<file path="config.mk">
export PLATFORM = sky130hd
export DESIGN_NAME = id_stage_pipe
export DESIGN_NICKNAME = d
export VERILOG_FILES = /design/src/rtl/id_stage_pipe.sv
export SDC_FILE = /design/constraint.sdc
export NUM_CORES = 1
export LEC_CHECK = 0
export BUFFER_PORTS_ARGS = -buffer_cell sky130_fd_sc_hd__buf_2
export CAP_MARGIN = 20
export CORE_UTILIZATION = 40
export CTS_CLUSTER_SIZE = 40
export DETAILED_ROUTE_END_ITERATION = 6
export HOLD_SLACK_MARGIN = 0.12
export PLACE_DENSITY_LB_ADDON = 0.05
export SYNTH_ARGS = -nofsm -noshare
export SYNTH_HDL_FRONTEND = slang
export SYNTH_HIERARCHICAL = 1
export SYNTH_SLANG_ARGS = --single-unit
export TNS_END_PERCENT = 50
</file>
<file path="constraint.sdc">
create_clock -name clk_i -period 9.98 [get_ports clk_i]
set_input_delay 0.998 -clock clk_i [delete_from_list [all_inputs] [get_ports clk_i]]
set_output_delay 0.998 -clock clk_i [all_outputs]
set_load 0.01 [all_outputs]
</file>
<file path="src/rtl/id_stage_pipe.sv">
`default_nettype none
// ============================================================================
// Module   : controller / id_stage_pipe
// Brief    : RV32I field decoder and a decode stage with ID/EX register,
//            priority forwarding and a per-register in-flight load scoreboard.
// Revision : 1.0
// ============================================================================

module controller (
    input  logic [31:0] i_instr,
    output logic        o_br_sig,
    output logic [2:0]  o_br_op,
    output logic [2:0]  o_lsu_op,
    output logic [4:0]  o_alu_op,
    output logic [1:0]  o_data_dest,
    output logic [1:0]  o_data_origin,
    output logic [4:0]  o_reg_wr_addr,
    output logic        o_reg_wr_sig,
    output logic        o_mem_wr_sig,
    output logic [31:0] o_imm,
    output logic [4:0]  o_rs1_addr,
    output logic [4:0]  o_rs2_addr
);
    localparam logic [6:0] c_OP_LUI    = 7'b0110111;
    localparam logic [6:0] c_OP_AUIPC  = 7'b0010111;
    localparam logic [6:0] c_OP_JAL    = 7'b1101111;
    localparam logic [6:0] c_OP_JALR   = 7'b1100111;
    localparam logic [6:0] c_OP_BRANCH = 7'b1100011;
    localparam logic [6:0] c_OP_LOAD   = 7'b0000011;
    localparam logic [6:0] c_OP_STORE  = 7'b0100011;
    localparam logic [6:0] c_OP_IMM    = 7'b0010011;
    localparam logic [6:0] c_OP_REG    = 7'b0110011;

    logic [6:0]  w_opcode;
    logic [2:0]  w_funct3;
    logic [31:0] w_imm_i;
    logic [31:0] w_imm_s;
    logic [31:0] w_imm_b;
    logic [31:0] w_imm_u;
    logic [31:0] w_imm_j;
    logic        w_use_rs1;
    logic        w_use_rs2;

    assign w_opcode = i_instr[6:0];
    assign w_funct3 = i_instr[14:12];
    assign w_imm_i  = {{20{i_instr[31]}}, i_instr[31:20]};
    assign w_imm_s  = {{20{i_instr[31]}}, i_instr[31:25], i_instr[11:7]};
    assign w_imm_b  = {{19{i_instr[31]}}, i_instr[31], i_instr[7], i_instr[30:25], i_instr[11:8], 1'b0};
    assign w_imm_u  = {i_instr[31:12], 12'd0};
    assign w_imm_j  = {{11{i_instr[31]}}, i_instr[31], i_instr[19:12], i_instr[20], i_instr[30:21], 1'b0};

    // Unused source fields are reported as x0 so they never raise a hazard.
    assign o_rs1_addr    = w_use_rs1 ? i_instr[19:15] : 5'd0;
    assign o_rs2_addr    = w_use_rs2 ? i_instr[24:20] : 5'd0;
    assign o_reg_wr_addr = o_reg_wr_sig ? i_instr[11:7] : 5'd0;

    always_comb begin
        o_br_sig      = 1'b0;
        o_br_op       = 3'd0;
        o_lsu_op      = 3'd0;
        o_alu_op      = 5'd0;
        o_data_dest   = 2'b00;
        o_data_origin = 2'b00;
        o_reg_wr_sig  = 1'b0;
        o_mem_wr_sig  = 1'b0;
        o_imm         = 32'd0;
        w_use_rs1     = 1'b0;
        w_use_rs2     = 1'b0;
        case (w_opcode)
            c_OP_LUI: begin
                o_reg_wr_sig  = 1'b1;
                o_data_origin = 2'b10;
                o_imm         = w_imm_u;
            end
            c_OP_AUIPC: begin
                o_reg_wr_sig  = 1'b1;
                o_data_origin = 2'b11;
                o_imm         = w_imm_u;
            end
            c_OP_JAL: begin
                o_br_sig      = 1'b1;
                o_br_op       = 3'b010;
                o_reg_wr_sig  = 1'b1;
                o_data_dest   = 2'b10;
                o_data_origin = 2'b11;
                o_imm         = w_imm_j;
            end
            c_OP_JALR: begin
                o_br_sig      = 1'b1;
                o_br_op       = 3'b011;
                o_reg_wr_sig  = 1'b1;
                o_data_dest   = 2'b10;
                o_data_origin = 2'b10;
                o_imm         = w_imm_i;
                w_use_rs1     = 1'b1;
            end
            c_OP_BRANCH: begin
                o_br_sig      = 1'b1;
                o_br_op       = w_funct3;
                o_alu_op      = {2'b10, w_funct3};
                o_imm         = w_imm_b;
                w_use_rs1     = 1'b1;
                w_use_rs2     = 1'b1;
            end
            c_OP_LOAD: begin
                o_lsu_op      = w_funct3;
                o_reg_wr_sig  = 1'b1;
                o_data_dest   = 2'b01;
                o_data_origin = 2'b10;
                o_imm         = w_imm_i;
                w_use_rs1     = 1'b1;
            end
            c_OP_STORE: begin
                o_lsu_op      = w_funct3;
                o_mem_wr_sig  = 1'b1;
                o_data_origin = 2'b10;
                o_imm         = w_imm_s;
                w_use_rs1     = 1'b1;
                w_use_rs2     = 1'b1;
            end
            c_OP_IMM: begin
                o_alu_op      = {1'b0, (w_funct3 == 3'b101) & i_instr[30], w_funct3};
                o_reg_wr_sig  = 1'b1;
                o_data_origin = 2'b10;
                o_imm         = w_imm_i;
                w_use_rs1     = 1'b1;
            end
            c_OP_REG: begin
                o_alu_op      = {1'b0, i_instr[30], w_funct3};
                o_reg_wr_sig  = 1'b1;
                w_use_rs1     = 1'b1;
                w_use_rs2     = 1'b1;
            end
            default: begin
                o_br_sig = 1'b0;
            end
        endcase
    end

endmodule

module id_stage_pipe #(
    parameter int XLEN    = 32,
    parameter int NUM_FWD = 2,
    parameter int MAX_LD  = 3
) (
    input  logic                    clk_i,
    input  logic                    rst_n_i,
    input  logic                    in_valid_i,
    output logic                    in_ready_o,
    input  logic [31:0]             instruction_i,
    input  logic [XLEN-1:0]         pc_i,
    output logic [4:0]              reg_addr1_o,
    output logic [4:0]              reg_addr2_o,
    input  logic [XLEN-1:0]         reg_rs1_i,
    input  logic [XLEN-1:0]         reg_rs2_i,
    input  logic [NUM_FWD*5-1:0]    fwd_addr_i,
    input  logic [NUM_FWD-1:0]      fwd_we_i,
    input  logic [NUM_FWD-1:0]      fwd_rdy_i,
    input  logic [NUM_FWD*XLEN-1:0] fwd_data_i,
    input  logic                    wb_ld_i,
    input  logic [4:0]              wb_addr_i,
    input  logic                    flush_i,
    output logic                    out_valid_o,
    input  logic                    out_ready_i,
    output logic                    br_sig_o,
    output logic [2:0]              br_op_o,
    output logic [2:0]              lsu_op_o,
    output logic [4:0]              alu_op_o,
    output logic [1:0]              data_dest_o,
    output logic [4:0]              reg_wr_addr_o,
    output logic                    reg_wr_sig_o,
    output logic                    mem_wr_sig_o,
    output logic [XLEN-1:0]         imm_o,
    output logic [XLEN-1:0]         pc_o,
    output logic [XLEN-1:0]         pc_rs1_o,
    output logic [XLEN-1:0]         imm_rs2_o,
    output logic [XLEN-1:0]         rs2_o,
    output logic                    stall_o
);
    localparam int                 c_CNT_W  = $clog2(MAX_LD + 1);
    localparam logic [c_CNT_W:0]   c_MAX_LD = MAX_LD[c_CNT_W:0];

    // Decoded fields
    logic                    w_dec_br_sig;
    logic [2:0]              w_dec_br_op;
    logic [2:0]              w_dec_lsu_op;
    logic [4:0]              w_dec_alu_op;
    logic [1:0]              w_dec_data_dest;
    logic [1:0]              w_dec_data_origin;
    logic [4:0]              w_dec_rd;
    logic                    w_dec_reg_wr_sig;
    logic                    w_dec_mem_wr_sig;
    logic [31:0]             w_dec_imm;
    logic                    w_dec_is_load;
    logic [XLEN-1:0]         w_imm_x;

    // Operand resolution, index 0 = rs1, 1 = rs2
    logic [1:0][4:0]         w_rs_addr;
    logic [1:0][XLEN-1:0]    w_rs_reg;
    logic [1:0][XLEN-1:0]    w_rs_val;
    logic [1:0][XLEN-1:0]    w_fwd_val;
    logic [1:0]              w_fwd_hit;
    logic [1:0]              w_fwd_rdy;
    logic [1:0]              w_rs_haz;

    logic                    w_pend;
    logic                    w_sat;
    logic                    w_hazard;
    logic                    w_in_fire;
    logic                    w_out_fire;
    logic [31:0]             w_ld_inc;
    logic [31:0]             w_ld_dec;

    logic [31:0][c_CNT_W-1:0] r_ld_cnt;

    logic                    r_out_valid;
    logic                    r_is_load;
    logic                    r_br_sig;
    logic [2:0]              r_br_op;
    logic [2:0]              r_lsu_op;
    logic [4:0]              r_alu_op;
    logic [1:0]              r_data_dest;
    logic [4:0]              r_rd;
    logic                    r_reg_wr_sig;
    logic                    r_mem_wr_sig;
    logic [XLEN-1:0]         r_imm;
    logic [XLEN-1:0]         r_pc;
    logic [XLEN-1:0]         r_pc_rs1;
    logic [XLEN-1:0]         r_imm_rs2;
    logic [XLEN-1:0]         r_rs2;

    controller u_controller (
        .i_instr       (instruction_i),
        .o_br_sig      (w_dec_br_sig),
        .o_br_op       (w_dec_br_op),
        .o_lsu_op      (w_dec_lsu_op),
        .o_alu_op      (w_dec_alu_op),
        .o_data_dest   (w_dec_data_dest),
        .o_data_origin (w_dec_data_origin),
        .o_reg_wr_addr (w_dec_rd),
        .o_reg_wr_sig  (w_dec_reg_wr_sig),
        .o_mem_wr_sig  (w_dec_mem_wr_sig),
        .o_imm         (w_dec_imm),
        .o_rs1_addr    (w_rs_addr[0]),
        .o_rs2_addr    (w_rs_addr[1])
    );

    assign reg_addr1_o   = w_rs_addr[0];
    assign reg_addr2_o   = w_rs_addr[1];
    assign w_rs_reg[0]   = reg_rs1_i;
    assign w_rs_reg[1]   = reg_rs2_i;
    assign w_dec_is_load = w_dec_reg_wr_sig && (w_dec_data_dest == 2'b01) && (w_dec_rd != 5'd0);

    always_comb begin
        w_imm_x       = {XLEN{w_dec_imm[31]}};
        w_imm_x[31:0] = w_dec_imm;
    end

    always_comb begin
        w_fwd_hit = '0;
        w_fwd_rdy = '0;
        w_fwd_val = '0;
        w_rs_val  = '0;
        w_rs_haz  = '0;
        for (int k = 0; k < 2; k++) begin
            // Walk from the oldest source down so the youngest match wins.
            for (int i = NUM_FWD - 1; i >= 0; i--) begin
                if (fwd_we_i[i] && (fwd_addr_i[i*5 +: 5] == w_rs_addr[k])) begin
                    w_fwd_hit[k] = 1'b1;
                    w_fwd_rdy[k] = fwd_rdy_i[i];
                    w_fwd_val[k] = fwd_data_i[i*XLEN +: XLEN];
                end
            end
            if (w_rs_addr[k] == 5'd0) begin
                w_rs_val[k] = '0;
            end else if (w_fwd_hit[k]) begin
                w_rs_val[k] = w_fwd_val[k];
                w_rs_haz[k] = !w_fwd_rdy[k];
            end else begin
                w_rs_val[k] = w_rs_reg[k];
                w_rs_haz[k] = (r_ld_cnt[w_rs_addr[k]] != '0);
            end
            if ((w_rs_addr[k] != 5'd0) && r_out_valid && r_is_load && (r_rd == w_rs_addr[k])) begin
                w_rs_haz[k] = 1'b1;
            end
        end
    end

    // A load still sitting in the output register is about to be counted,
    // so it is included when checking the destination's saturation limit.
    assign w_pend   = r_out_valid && r_is_load && (r_rd == w_dec_rd);
    assign w_sat    = w_dec_is_load &&
                      (({1'b0, r_ld_cnt[w_dec_rd]} + {{c_CNT_W{1'b0}}, w_pend}) >= c_MAX_LD);
    assign w_hazard = (|w_rs_haz) || w_sat;

    assign in_ready_o = !flush_i && !w_hazard && (!r_out_valid || out_ready_i);
    assign stall_o    = in_valid_i && w_hazard;
    assign w_in_fire  = in_valid_i && in_ready_o;
    assign w_out_fire = r_out_valid && out_ready_i;

    always_ff @(posedge clk_i) begin
        if (!rst_n_i) begin
            r_out_valid  <= 1'b0;
            r_is_load    <= 1'b0;
            r_br_sig     <= 1'b0;
            r_br_op      <= '0;
            r_lsu_op     <= '0;
            r_alu_op     <= '0;
            r_data_dest  <= '0;
            r_rd         <= '0;
            r_reg_wr_sig <= 1'b0;
            r_mem_wr_sig <= 1'b0;
            r_imm        <= '0;
            r_pc         <= '0;
            r_pc_rs1     <= '0;
            r_imm_rs2    <= '0;
            r_rs2        <= '0;
        end else if (w_in_fire) begin
            r_out_valid  <= 1'b1;
            r_is_load    <= w_dec_is_load;
            r_br_sig     <= w_dec_br_sig;
            r_br_op      <= w_dec_br_op;
            r_lsu_op     <= w_dec_lsu_op;
            r_alu_op     <= w_dec_alu_op;
            r_data_dest  <= w_dec_data_dest;
            r_rd         <= w_dec_rd;
            r_reg_wr_sig <= w_dec_reg_wr_sig;
            r_mem_wr_sig <= w_dec_mem_wr_sig;
            r_imm        <= w_imm_x;
            r_pc         <= pc_i;
            r_pc_rs1     <= w_dec_data_origin[0] ? pc_i : w_rs_val[0];
            r_imm_rs2    <= w_dec_data_origin[1] ? w_imm_x : w_rs_val[1];
            r_rs2        <= w_rs_val[1];
        end else if (flush_i || w_out_fire) begin
            r_out_valid  <= 1'b0;
        end
    end

    assign w_ld_inc = (w_out_fire && r_is_load) ? (32'd1 << r_rd) : 32'd0;
    assign w_ld_dec = wb_ld_i ? (32'd1 << wb_addr_i) : 32'd0;

    always_ff @(posedge clk_i) begin
        if (!rst_n_i) begin
            r_ld_cnt <= '0;
        end else begin
            r_ld_cnt[0] <= '0;
            for (int r = 1; r < 32; r++) begin
                if (w_ld_inc[r] && !w_ld_dec[r]) begin
                    r_ld_cnt[r] <= r_ld_cnt[r] + 1'b1;
                end else if (w_ld_dec[r] && !w_ld_inc[r] && (r_ld_cnt[r] != '0)) begin
                    r_ld_cnt[r] <= r_ld_cnt[r] - 1'b1;
                end
            end
        end
    end

    assign out_valid_o   = r_out_valid;
    assign br_sig_o      = r_br_sig;
    assign br_op_o       = r_br_op;
    assign lsu_op_o      = r_lsu_op;
    assign alu_op_o      = r_alu_op;
    assign data_dest_o   = r_data_dest;
    assign reg_wr_addr_o = r_rd;
    assign reg_wr_sig_o  = r_reg_wr_sig;
    assign mem_wr_sig_o  = r_mem_wr_sig;
    assign imm_o         = r_imm;
    assign pc_o          = r_pc;
    assign pc_rs1_o      = r_pc_rs1;
    assign imm_rs2_o     = r_imm_rs2;
    assign rs2_o         = r_rs2;

endmodule
`default_nettype wire

</file>
# Yosys cells after proc, flatten, opt, wreduce, memory -nomap -nowiden

Cells that the tools add are included.
W data, S select, Z words.

Register bits after elaboration: 247
Input bits: 217
Output and inout port bits: 194
Logic and storage cells: 510

Add/subtract/negate cells: 63
Magnitude comparators: 4
Equality and inequality tests: 18
Shift-type cells: 2
Multiplexer cells: 110
Bitwise logic cells: 1
Reductions and logical operators: 265

Operator list:

| cell                   | number |
|---|---|
| $mux W32               | 12 |
| $pmux W32 S5           | 1 |
| $mux W2                | 65 |
| $reduce_bool A2 Y1     | 65 |
| $logic_and A1 B1 Y1    | 114 |
| $logic_not A1 Y1       | 67 |
| $shl A1 B5 Y32 const A | 2 |
| $add A2 B1 Y2 const B  | 31 |
| $sub A2 B1 Y2 const B  | 31 |
| $eq A5 B5 Y1           | 7 |
| $bmux W2 S5            | 3 |
| $eq A7 B6 Y1 const B   | 3 |
| $eq A7 B7 Y1 const B   | 3 |
| $mux W1                | 21 |
| $lt A5 B6 Y1 const B   | 3 |
| $mux W5                | 3 |
| $pmux W5 S3            | 1 |
| $reduce_bool A5 Y1     | 3 |
| $eq A7 B5 Y1 const B   | 2 |
| $logic_not A5 Y1       | 2 |
| $reduce_or A2 Y1       | 5 |
| $pmux W3 S3            | 1 |
| $reduce_or A3 Y1       | 3 |
| $pmux W2 S2            | 2 |
| other kinds (11)       | 13 |

# Depth between registers and ports, before layout

Gate-level depths: netlist of run 1.

Depth after elaboration: 19
Mapped depth: 22
Mapped depth without buffers: 17

# Modules after synthesis

The synthesis of run 1 kept the hierarchy.

By module, submodules not included:

| module        | instances | cells each | area an instance (sq um) | seq. area each (sq um) |
|---|---|---|---|---|
| id_stage_pipe | 1         | 1805       | 14475.1                  | 4904.7 |
| controller    | 1         | 122        | 812.0                    | 0.0 |

# Worst setup path before layout of run 1

OpenSTA, ideal clock, no wires.

Path kind: in2out
Start: in instruction_i[2]
End: out in_ready_o
Data arrival time: 5.500 ns
Required time: 8.982 ns
Path slack: 3.482 ns
Cell stages on the path: 17
Path buffers: 3
Cells stage by stage: buf_6 > and2_1 > nand2_1 > a21oi_1 > and2_1 > clkbuf_1 > clkbuf_1 > mux4_2 > mux4_2 > mux2_2 > ha_1 > ha_1 > a21oi_1 > o32ai_1 > nor3b_1 > o2111ai_1 > a221oi_2

Elaborated cells on any way between the ends: 78
Classes of those cells: 1 x add/sub; 1 x order compare; 17 x eq/ne; 27 x mux; 32 x reduce/logical

RTL lines:

| item                                                                        | line     | source |
|---|---|---|
| start: declaration                                                          | 151      | `input logic [31:0] instruction_i,` |
| $eq A7 B6 Y1 (tied with other cells)                                        | 69       | `case (w_opcode)` |
| $reduce_or A7 Y1 (no source line) (*)                                       | --       |  |
| $mux W1 (*)                                                                 | 69       |  |
| net w_dec_reg_wr_sig                                                        | 192      | `logic w_dec_reg_wr_sig;` |
| $mux W5 (*)                                                                 | 55       | `assign o_reg_wr_addr = o_reg_wr_sig ? i_instr[11:7] : 5'd0;` |
| net w_dec_rd[0]                                                             | 191      | `logic [4:0] w_dec_rd;` |
| $bmux W2 S5 / $eq A5 B5 Y1 (equally long branches)                          | 294, 292 |  |
| $mux W2 (implied by the code) / $logic_and A1 B1 Y1 (equally long branches) | 294, 292 |  |
| $add A2 B1 Y3                                                               | 294      | `(({1'b0, r_ld_cnt[w_dec_rd]} + {{c_CNT_W{1'b0}}, w_pend}) >= c_MAX_LD);` |
| $ge A3 B2 Y1                                                                | 294      |  |
| $logic_and A1 B1 Y1 (*)                                                     | 293      | `assign w_sat = w_dec_is_load &&` |
| $logic_or A1 B1 Y1 (*)                                                      | 295      | `assign w_hazard = (\|w_rs_haz) \|\| w_sat;` |
| $logic_not A1 Y1 (*)                                                        | 297      | `assign in_ready_o = !flush_i && !w_hazard && (!r_out_valid \|\| out_ready_i);` |
| $logic_and A1 B1 Y1 (*) (2 in a row)                                        | 297      |  |
| end: declaration                                                            | 150      | `output logic in_ready_o,` |

The timed path passes the listed nets; every way through them passes the cells marked *. The select of a mux whose other input is x is not followed.

# Worst setup path after layout of run 1

Start: in instruction_i[6]
End: out in_ready_o

Same word-level chain as after synthesis.

==> results of run 1 <==
## area by class of cell
cell class | instances | share of cell area
tap | 511 | 0.0349
sequential | 245 | 0.268
clock inverter | 9 | 0.00396
multi-input combinational | 1496 | 0.520
antenna | 1 | 0.000137
timing repair buffer | 428 | 0.122
inverter | 36 | 0.00738
clock buffer | 41 | 0.0442
## cell families (layout without fill, tap and decap cells)
logic type,Yosys count,after routing,share of synthesized area
buffers and inverters,186,514,0.0589
adder cells (fa/ha/maj),2,2,0.00164
multiplexers,286,286,0.206
other,0,1,0
XOR/XNOR,35,35,0.0201
flip-flops,245,245,0.321
AO/OA/AOI/OAI,377,377,0.169
AND/OR/NAND/NOR,796,796,0.224
## metal layers
layer	global-route usage	routed length, um
met1	0.431	28500
met2	0.479	27500
met3	0.0577	4710
met4	0.0729	1390
met5	0	25
## tightest hold or removal path: stages (launching register included)
cell	delay, ns
dfxtp_1	0.30
nand2_1	0.05
mux2i_1	0.05
## worst paths after layout
kind / end / slack, ns / depth (start not counted)
hold reg to reg: pc_rs1_o[24]$_SDFFE_PN0P_ / 0.45 / 2
setup reg to reg: pc_rs1_o[2]$_SDFFE_PN0P_ / 5.38 / 13
hold / removal: pc_rs1_o[24]$_SDFFE_PN0P_ / 0.45 / 2
setup / recovery: in_ready_o / 2.94 / 17
## stage by stage
stage | setup slack (ns) | std cells
global route | 2.62 | 2767
finish | 2.94 | 2767
floorplan | 3.48 | 1927
CTS | 2.73 | 2764
global placement | 2.76 | 2714
detailed placement | 2.65 | 2714
## registers in the layout (all words and copies together) (netlist names)
signal / count
data_dest_o: 2
r_ld_cnt: 62
imm_rs2_o: 32
r_is_load: 1
alu_op_o: 5
br_op_o: 3
reg_wr_sig_o: 1
reg_wr_addr_o: 5
out_valid_o: 1
mem_wr_sig_o: 1
br_sig_o: 1
imm_o: 32
lsu_op_o: 3
rs2_o: 32
pc_o: 32
pc_rs1_o: 32
## report_power, final
group          leakage [nW]  total [mW]  internal (mW)  switching [mW]
Combinational          6.01       0.276          0.102           0.174
Clock                 0.435        1.00          0.562           0.442
Sequential             1.98       0.996          0.990         0.00664
## cell usage in the layout, fill, tap and decap left out, drive strengths merged, types with 13 or more instances in the layout
cell type	instances
nand2	455
buf	427
mux2i	260
dfxtp	245
nor2	156
a21oi	127
a22o	70
nor3	52
clkbuf	42
inv	36
o21ai	36
a21o	34
nand3	34
and2	26
xnor2	24
mux4	22
a211oi	20
o211ai	15
a31oi	14
a2111oi	13
a211o	13
==> results.md, run 1 <==
* Setup_tns at 0 ns
* RSZ-0062 raised after global routing: false
* Nets at 2454
* Fin util at 0.486
* EDFF count, synth at 0
* Worst Path Arrival at a little over 6 ns
* CTS buffer count at 28
* Outcome: complete, no violations
* Worst hold margin at about 0.45 ns
* CP startpoint kind: primary input
* Area share of the largest cell type after synthesis at 0.321
* Worst Max-Slew Pin Slew at 1.15 ns
* Initial antenna violation count at 3
* Die Span Y at just under 200 um
* Worst setup path start: instruction_i[6]
* Area leader, netlist: dfxtp_1
* Total die area at around 39000 um^2
* DP Area at about 17000 um^2
* Leak at 8.42 nW
* Root buffer cell: clkbuf_16
* Post-Syn Instances at 1927
* Syn nets at 2146
* Wirelength per Cell at 22.5 um
* Initial Util at 0.406
* Clock buffer depth at 3
* Most common flop cell mapped by yosys: dfxtp_1
* Seq cells post-synth at 245
* H-tree levels at 1
* Count leader, synth: nand2_1
* Synth async-reset ratio at 0
* Maxcap violations at 0
* Vias in the first global route at 13917
* FP Rows at 71
* Top cells by area, synth: dfxtp_1, mux2i_1, nand2_1, a21oi_1, a22o_1
* DRC errors left at 0
* Clock Skew at between 0.02 and 0.03 ns
* Synthesis-to-finish area growth at 19.8%
* Reg area at roughly 4900 um^2
* Critical path endpoint category: primary output
* Routability cong. at ~0.95
* Chip width at 197 um
* Worst-skew pair later-pin latency at around 0.6 ns
* Hold buffer count at cts at 0
* Critical path buffer and inverter count at 2
* Synth Cell Area at 15300 um^2
* R2r startpoint: r_ld_cnt[58]$_SDFFE_PN0P_
* Path type of the worst setup path: primary input to primary output
* CTS resizes at 0
* Syn Area/Cell at ~7.9 um^2
* Clk sinks at approximately 250
* Power per cell area at ~120 nW/um^2
* Pins Over Slew Limit at 0
* Critical path cell sequence: buf_2 > and2_1 > nand2_1 > a21oi_1 > and2_1 > mux2_2 > a22o_1 > mux4_2 > mux2_2 > ha_1 > ha_1 > a21oi_1 > o32ai_1 > nor3b_1 > o2111ai_1 > a221oi_2 > buf_2
* Area of the multi-input gates at about 9500 um^2
* Post-synth top cells: nand2_1, mux2i_1, dfxtp_1
* Synth unique cells at between 70 and 80
* Fmax at 142 MHz
* Core Footprint at roughly 38000 um^2
* CP required at between 8 and 9 ns
* Remaining antenna violation count at 0
* Slew HR at 0.230
* Final Critical Period at roughly 7 ns
* Pin count of the biggest net entering global routing at roughly 150
* Synth warn at 6
* Final setup fails at 0
* Final Power at between 2 and 2.5 mW
* GRT Total Usage at 0.306
* Hold/Removal Path Class: flip-flop to flip-flop
* DR vias at around 15000
* VDD IR-drop max at 0.129 mV
* First-pass GRT wire length at a little under 90000 um
* Design area at between 15000 and 20000 um^2
* CP max stage delay at 0.83 ns
* Kind of cell adding the most delay to the critical path: compound AO/OA/AOI/OAI gates
* Ports at approximately 400
* # fillers at just under 4000
* Share of layout cells above drive strength 1 at 0.236
* DRT Wirelength at roughly 62000 um
* Initial DRC count at approximately 1100
* Worst-path fanout max at 21
* CTS tree: built
* Fin crit share at 0.705
* Post-CTS Setup Bufs at 0
* Hold Path Origin: pc_rs1_o[24]$_SDFFE_PN0P_
* Drt pass-1 iters at 6
* Sequential share of the synthesized area at 0.321
* Post-DP HPWL at about 47000 um
* Total grt overflow at 0
* Vias per std cell at ~5.5
* Hold Violations, Final at 0
* Reg clk slew, reported paths at ~0.060 ns
* I/O Buffers at 410
* Max stage delay cell, worst path: and2_1
Note: power is estimated with default switching activity, not from simulation.
==> inputs of run 2 (changes only) <==
==> constraint.sdc (replaced) <==
create_clock -name clk_i -period 6.96 [get_ports clk_i]
set_input_delay 0.696 -clock clk_i [delete_from_list [all_inputs] [get_ports clk_i]]
set_output_delay 0.696 -clock clk_i [all_outputs]
set_load 0.01 [all_outputs]
==> results.md, run 2 (synthesis results as in run 1) <==
* Vias in the first global route at 13864 (-0.38%)
* Final Power at 3.46 mW (+52%)
* Fmax at about 160 MHz
* Total die area at 39000 um^2 (unchanged)
* Largest Register: r_ld_cnt
* Post-DP HPWL at 46500 um (-0.63%)
* Hold Violations, Final at 0 (unchanged)
* Worst-skew pair later-pin latency at 0.58 ns (about the same)
* CTS buffer count at 29 (+3.6%)
* CP max stage delay at 0.81 ns (-0.02 ns)
* Path type of the worst setup path: primary input to primary output
* CTS resizes at 0 (unchanged)
* Power per cell area at 187 nW/um^2 (+51%)
* Pins Over Slew Limit at 0 (unchanged)
* Max stage delay cell, worst path: and2_1
* Synthesis-to-finish area growth at 20.9%
* Chip width at 197 um (unchanged)
* CTS tree: built
* Maxcap violations at 0 (unchanged)
* Worst Path Arrival at 5.64 ns (-0.40 ns)
* DP Area at 17400 um^2 (+0.33%)
* H-tree levels at 1 (unchanged)
* Setup WS pre-CTS at 0.521 ns (-2.13 ns)
* Final Critical Period at about 6.3 ns
* Critical path cell sequence: buf_2 > and2_1 > nand2_1 > a21oi_1 > and2_1 > buf_4 > mux4_2 > mux4_2 > mux2_2 > ha_1 > a21oi_1 > o32ai_1 > nor3b_1 > o2111ai_1 > a221oi_2 > buf_2
* FP Rows at 71 (unchanged)
* DRC errors left at 0 (unchanged)
* Clk sinks at 245 (unchanged)
* CP required at 6.26 ns (-2.72 ns)
* Hold/Removal Path Class: primary input to flip-flop
* Drt pass-1 iters at 5 (-1)
* Clock Skew at 0.0134 ns (-0.0158 ns)
* Initial antenna violation count at 6 (+3)
* Max reg flops at 62 (unchanged)
* Most common cell after layout, fill and taps aside: nand2_1
* Leak at 8.51 nW (+1.1%)
* Remaining antenna violation count at 0 (unchanged)
* Share of layout cells above drive strength 1 at 0.239 (+0.00335)
* Initial DRC count at 1171 (+3.6%)
* DR vias at 15439 (+0.54%)
* Wirelength per Cell at 22.2 um (-0.97%)
* Cell Count, Final, Fillers Out at 2775 (+0.29%)
* Commonest cells after routing, fill and taps aside: nand2_1, buf_2, mux2i_1
* Slew HR at 0.220 (-0.00989)
* Ports at 411 (unchanged)
* Setup_tns at 0 ns (unchanged)
* # fillers at 3798 (-2.3%)
* Fin crit share at 0.910
* CP startpoint kind: primary input
* Post-CTS Setup Bufs at 0 (unchanged)
* Worst setup margin at 0.628 ns (-2.32 ns)
* RSZ-0062 raised after global routing: false
* Design area at 18500 um^2 (+0.92%)
* Final setup fails at 0 (unchanged)
* Worst Max-Slew Pin Slew at 1.17 ns (+0.0147 ns)
* Worst hold margin at 0.370 ns (-0.0846 ns)
* Core Footprint at 37700 um^2 (unchanged)
* Reg clk slew, reported paths at 0.06 ns (about the same)
* Routability cong. at 0.968 (+1.4%)
* Nets at 2458 (+0.16%)
* Outcome: complete, no violations
* Initial Util at 0.406 (unchanged)
* Worst-path fanout max at 16 (-24%)
* Fin util at 0.491 (+0.00448)
* VDD IR-drop max at 0.188 mV (+45%)
* First-pass GRT wire length at 88600 um (-1.0%)
* Total grt overflow at 0 (unchanged)
* Dpl cells at 2719 (+0.18%)
* GRT Total Usage at 0.304 (-0.00215)
* Critical path endpoint category: primary output
* Root buffer cell: clkbuf_16
* Hold buffer count at cts at 0 (unchanged)
* Clock buffer depth at 3 (unchanged)
* Pin count of the biggest net entering global routing at 209 (+40%)
* DRT Wirelength at 61700 um (-0.69%)
* Vias per std cell at 5.56 (+0.25%)
* I/O Buffers at 410 (unchanged)
* Die Span Y at 197 um (unchanged)
## run 2: area by class of cell
cell class,instances,area (um^2),area share
Antenna cell,3,7.51,0.000406
Clock buffer,43,878,0.0475
Clock inverter,10,143,0.00772
Inverter,36,135,0.00731
Multi-Input combinational cell,1496,9510,0.515
Sequential cell,245,4900,0.265
Tap cell,511,639,0.0346
Timing Repair Buffer,431,2260,0.122
## run 2: path summary, 6_finish.rpt
| check | start | to | slack (ns) | cells after the start |
|---|---|---|---|---|
| worst max register to register | r_ld_cnt[54]$_SDFFE_PN0P_ | imm_rs2_o[18]$_SDFFE_PN0P_ | 2.55 | 13 |
| worst min register to register | pc_o[14]$_SDFFE_PN0P_ | pc_o[14]$_SDFFE_PN0P_ | 0.45 | 2 |
| worst max-delay path | instruction_i[6] | in_ready_o | 0.63 | 16 |
| worst min-delay path | pc_i[16] | pc_o[16]$_SDFFE_PN0P_ | 0.37 | 3 |
## run 2: critical path, delay by kind of cell
| family | cells | cell delay (ns) |
|---|---|---|
| AND/OR/NAND/NOR | 4 | 1.38 |
| multiplexers | 3 | 1.27 |
| AO/OA/AOI/OAI | 5 | 1.16 |
| adder cells (fa/ha/maj) | 1 | 0.30 |
| buffers and inverters | 3 | 0.81 |
## run 2: power breakdown
group	leakage (nW)	internal, mW	switching, mW
combinational	6.03	0.148	0.246
clock	0.506	0.983	0.654
sequential	1.98	1.42	0.00951
total	8.51	2.55	0.909
## run 2: metal layers
metal / global-route usage / part of all wire
met3: 0.0640 / 0.082
met2: 0.458 / 0.43
met4: 0.0996 / 0.031
met1: 0.428 / 0.46
met5: 0 / 0.00031
==> inputs of run 3 (changes only) <==
--- a/config.mk
+++ b/config.mk
@@ -12,6 +12,7 @@
 export DETAILED_ROUTE_END_ITERATION = 6
 export HOLD_SLACK_MARGIN = 0.12
 export PLACE_DENSITY_LB_ADDON = 0.05
+export REMOVE_ABC_BUFFERS = 1
 export SYNTH_ARGS = -nofsm -noshare
 export SYNTH_HDL_FRONTEND = slang
 export SYNTH_HIERARCHICAL = 1
==> results.md, run 3 (synthesis results as in run 1) <==
* Outcome: complete, no violations
* Comb pwr share at 0.110 (-0.004)
* Critical path endpoint category: primary output
* CP startpoint kind: primary input
* Die Span Y at 197 um (unchanged)
* VDD IR-drop max at 0.195 mV (+3.8%)
* GRT Total Usage at 0.273 (-0.0303)
* Leak at 8.57 nW (+0.69%)
* CP required at 6.26 ns (about the same)
* Core Footprint at 37700 um^2 (unchanged)
* Commonest cells after routing, fill and taps aside: nand2_1, buf_2, mux2i_1
* Hold Violations, Final at 0 (unchanged)
* Setup WS pre-CTS at 0.480 ns (-0.0407 ns)
* CTS resizes at 0 (unchanged)
* Hold Path Origin: pc_i[29]
* DRC errors left at 0 (unchanged)
* Initial DRC count at 1028 (-12%)
* Clock share of power at 0.471 (-0.002)
* Switching pwr at 0.863 mW (-5.1%)
* Final setup fails at 0 (unchanged)
* Worst Path Arrival at 5.63 ns (about the same)
* Clock buffer depth at 3 (unchanged)
* Synthesis-to-finish area growth at 21.7%
* Power per cell area at 183 nW/um^2 (-2.1%)
* First-pass GRT wire length at 82200 um (-7.3%)
* Worst setup path start: instruction_i[6]
* Cell Count, Final, Fillers Out at 2785 (+0.36%)
* Dpl cells at 2724 (+0.18%)
* DRT Wirelength at 55800 um (-9.6%)
* Most common cell after layout, fill and taps aside: nand2_1
* Nets at 2466 (+0.33%)
* Vias in the first global route at 13924 (+0.43%)
* # fillers at 3812 (+0.37%)
* Fin util at 0.494 (+0.00329)
* Share of layout cells above drive strength 1 at 0.242 (+0.00224)
* Post-DP HPWL at 41200 um (-11%)
* Final Critical Period at 6.33 ns (-0.00396 ns)
* Sw frac at 0.253 (-0.00974)
* Fmax at 158 MHz (about the same)
* CTS tree: built
* R2r startpoint: r_ld_cnt[62]$_SDFFE_PN0P_
* H-tree levels at 1 (unchanged)
* Hold/Removal Path Class: primary input to flip-flop
* Initial antenna violation count at 8 (+2)
* Max stage delay cell, worst path: and2_1
* Max reg flops at 62 (unchanged)
* Total grt overflow at 0 (unchanged)
* Worst-skew pair later-pin latency at 0.57 ns (about the same)
* Reg clk slew, reported paths at 0.06 ns (about the same)
* Ports at 411 (unchanged)
* CTS buffer count at 29 (unchanged)
* Path type of the worst setup path: primary input to primary output
* Worst setup margin at 0.632 ns (+0.00396 ns)
* Clock Skew at 0.0157 ns (+0.00225 ns)
* Hold buffer count at cts at 0 (unchanged)
* Internal at 2.55 mW (about the same)
* Critical path cell sequence: buf_2 > and2_1 > nand2_1 > a21oi_1 > and2_1 > buf_4 > mux4_2 > mux4_2 > mux2_2 > ha_1 > a21oi_1 > o32ai_1 > nor3b_1 > o2111ai_1 > a221oi_2 > buf_2
* Largest Register: r_ld_cnt
* Reg power frac at 0.419 (+0.006)
* Initial Util at 0.406 (unchanged)
* Root buffer cell: clkbuf_16
* Vias per std cell at 5.43 (-2.3%)
* Drt pass-1 iters at 7 (+2)
* Post-CTS Setup Bufs at 0 (unchanged)
* CP max stage delay at 0.81 ns (about the same)
* Wirelength per Cell at 20.0 um (-9.9%)
* I/O Buffers at 410 (unchanged)
* Fin crit share at 0.909 (about the same)
* Pin count of the biggest net entering global routing at 180 (-14%)
* DR vias at 15132 (-2.0%)
* FP Rows at 71 (unchanged)
* Clk sinks at 245 (unchanged)
* RSZ-0062 raised after global routing: false
* Worst-path fanout max at 17 (+1)
* Maxcap violations at 0 (unchanged)
* Total die area at 39000 um^2 (unchanged)
* Worst Max-Slew Pin Slew at 1.07 ns (-0.101 ns)
* Remaining antenna violation count at 0 (unchanged)
* Slew HR at 0.288 (+0.0675)
* Routability cong. at 0.913 (-5.7%)
* Pins Over Slew Limit at 0 (unchanged)
* Chip width at 197 um (unchanged)
run 3: changes by cell type in the layout (fill, tap and decap cells not counted), moves of 2 or more:
cell      before  now
clkbuf_1       4    6
clkinv_2       5    3
buf_12         3    8
diode_2        3    5
run 3: path summary, 6_finish.rpt:
| kind | slack (ns) | end | cells after the start |
|---|---|---|---|
| setup / recovery | 0.63 | in_ready_o | 16 |
| hold reg to reg | 0.45 | rs2_o[12]$_SDFFE_PN0P_ | 2 |
| setup reg to reg | 2.61 | pc_rs1_o[5]$_SDFFE_PN0P_ | 13 |
| hold / removal | 0.38 | pc_o[29]$_SDFFE_PN0P_ | 3 |
run 3: layout make-up:
type	instances	area, um^2	share of cell area
antenna	5	12.5	0.000673
clock buffer	44	872	0.0469
clock inverter	9	141	0.00760
inverter	36	135	0.00726
multi-input combinational	1496	9520	0.512
sequential	245	4900	0.264
tap	511	639	0.0344
timing repair buffer	439	2380	0.128
run 3: per-layer routing:
metal,GRT usage,wire length [um],vias to the layer above
met4,0.0850,1540,6
met5,0,42,-
met2,0.456,26100,537
met1,0.352,24000,7114
li1,-,-,7390
met3,0.0562,4110,85
run 3: through the flow:
step / cell area, um^2 / setup TNS [ns] / hold slack, ns / power, mW
2_1_floorplan: 14500 / -662.15 / 0.465 / 1.68
3_3_place_gp: 17600 / 0 / 0.442 / 1.83
3_5_place_dp: 17600 / 0 / 0.449 / 1.83
4_1_cts: 18600 / 0 / 0.341 / 3.45
5_1_grt: 18600 / 0 / 0.360 / 3.54
6_report: 18600 / 0 / 0.377 / 3.41
run 3: power groups by stage:
stage	Clock (mW)	Sequential (mW)	Combinational, mW
after floorplan	0	1.47	0.210
after global placement	0	1.46	0.370
after detailed placement	0	1.46	0.375
after CTS	1.65	1.43	0.376
after global routing	1.70	1.43	0.407
final	1.61	1.43	0.375
run 3: critical path: cells and delay by family:
kind | cells | cell delay (ns)
compound gates | 5 | 1.21
buf+inv | 3 | 0.78
fa+ha+maj | 1 | 0.28
simple gates | 4 | 1.37
mux | 3 | 1.26
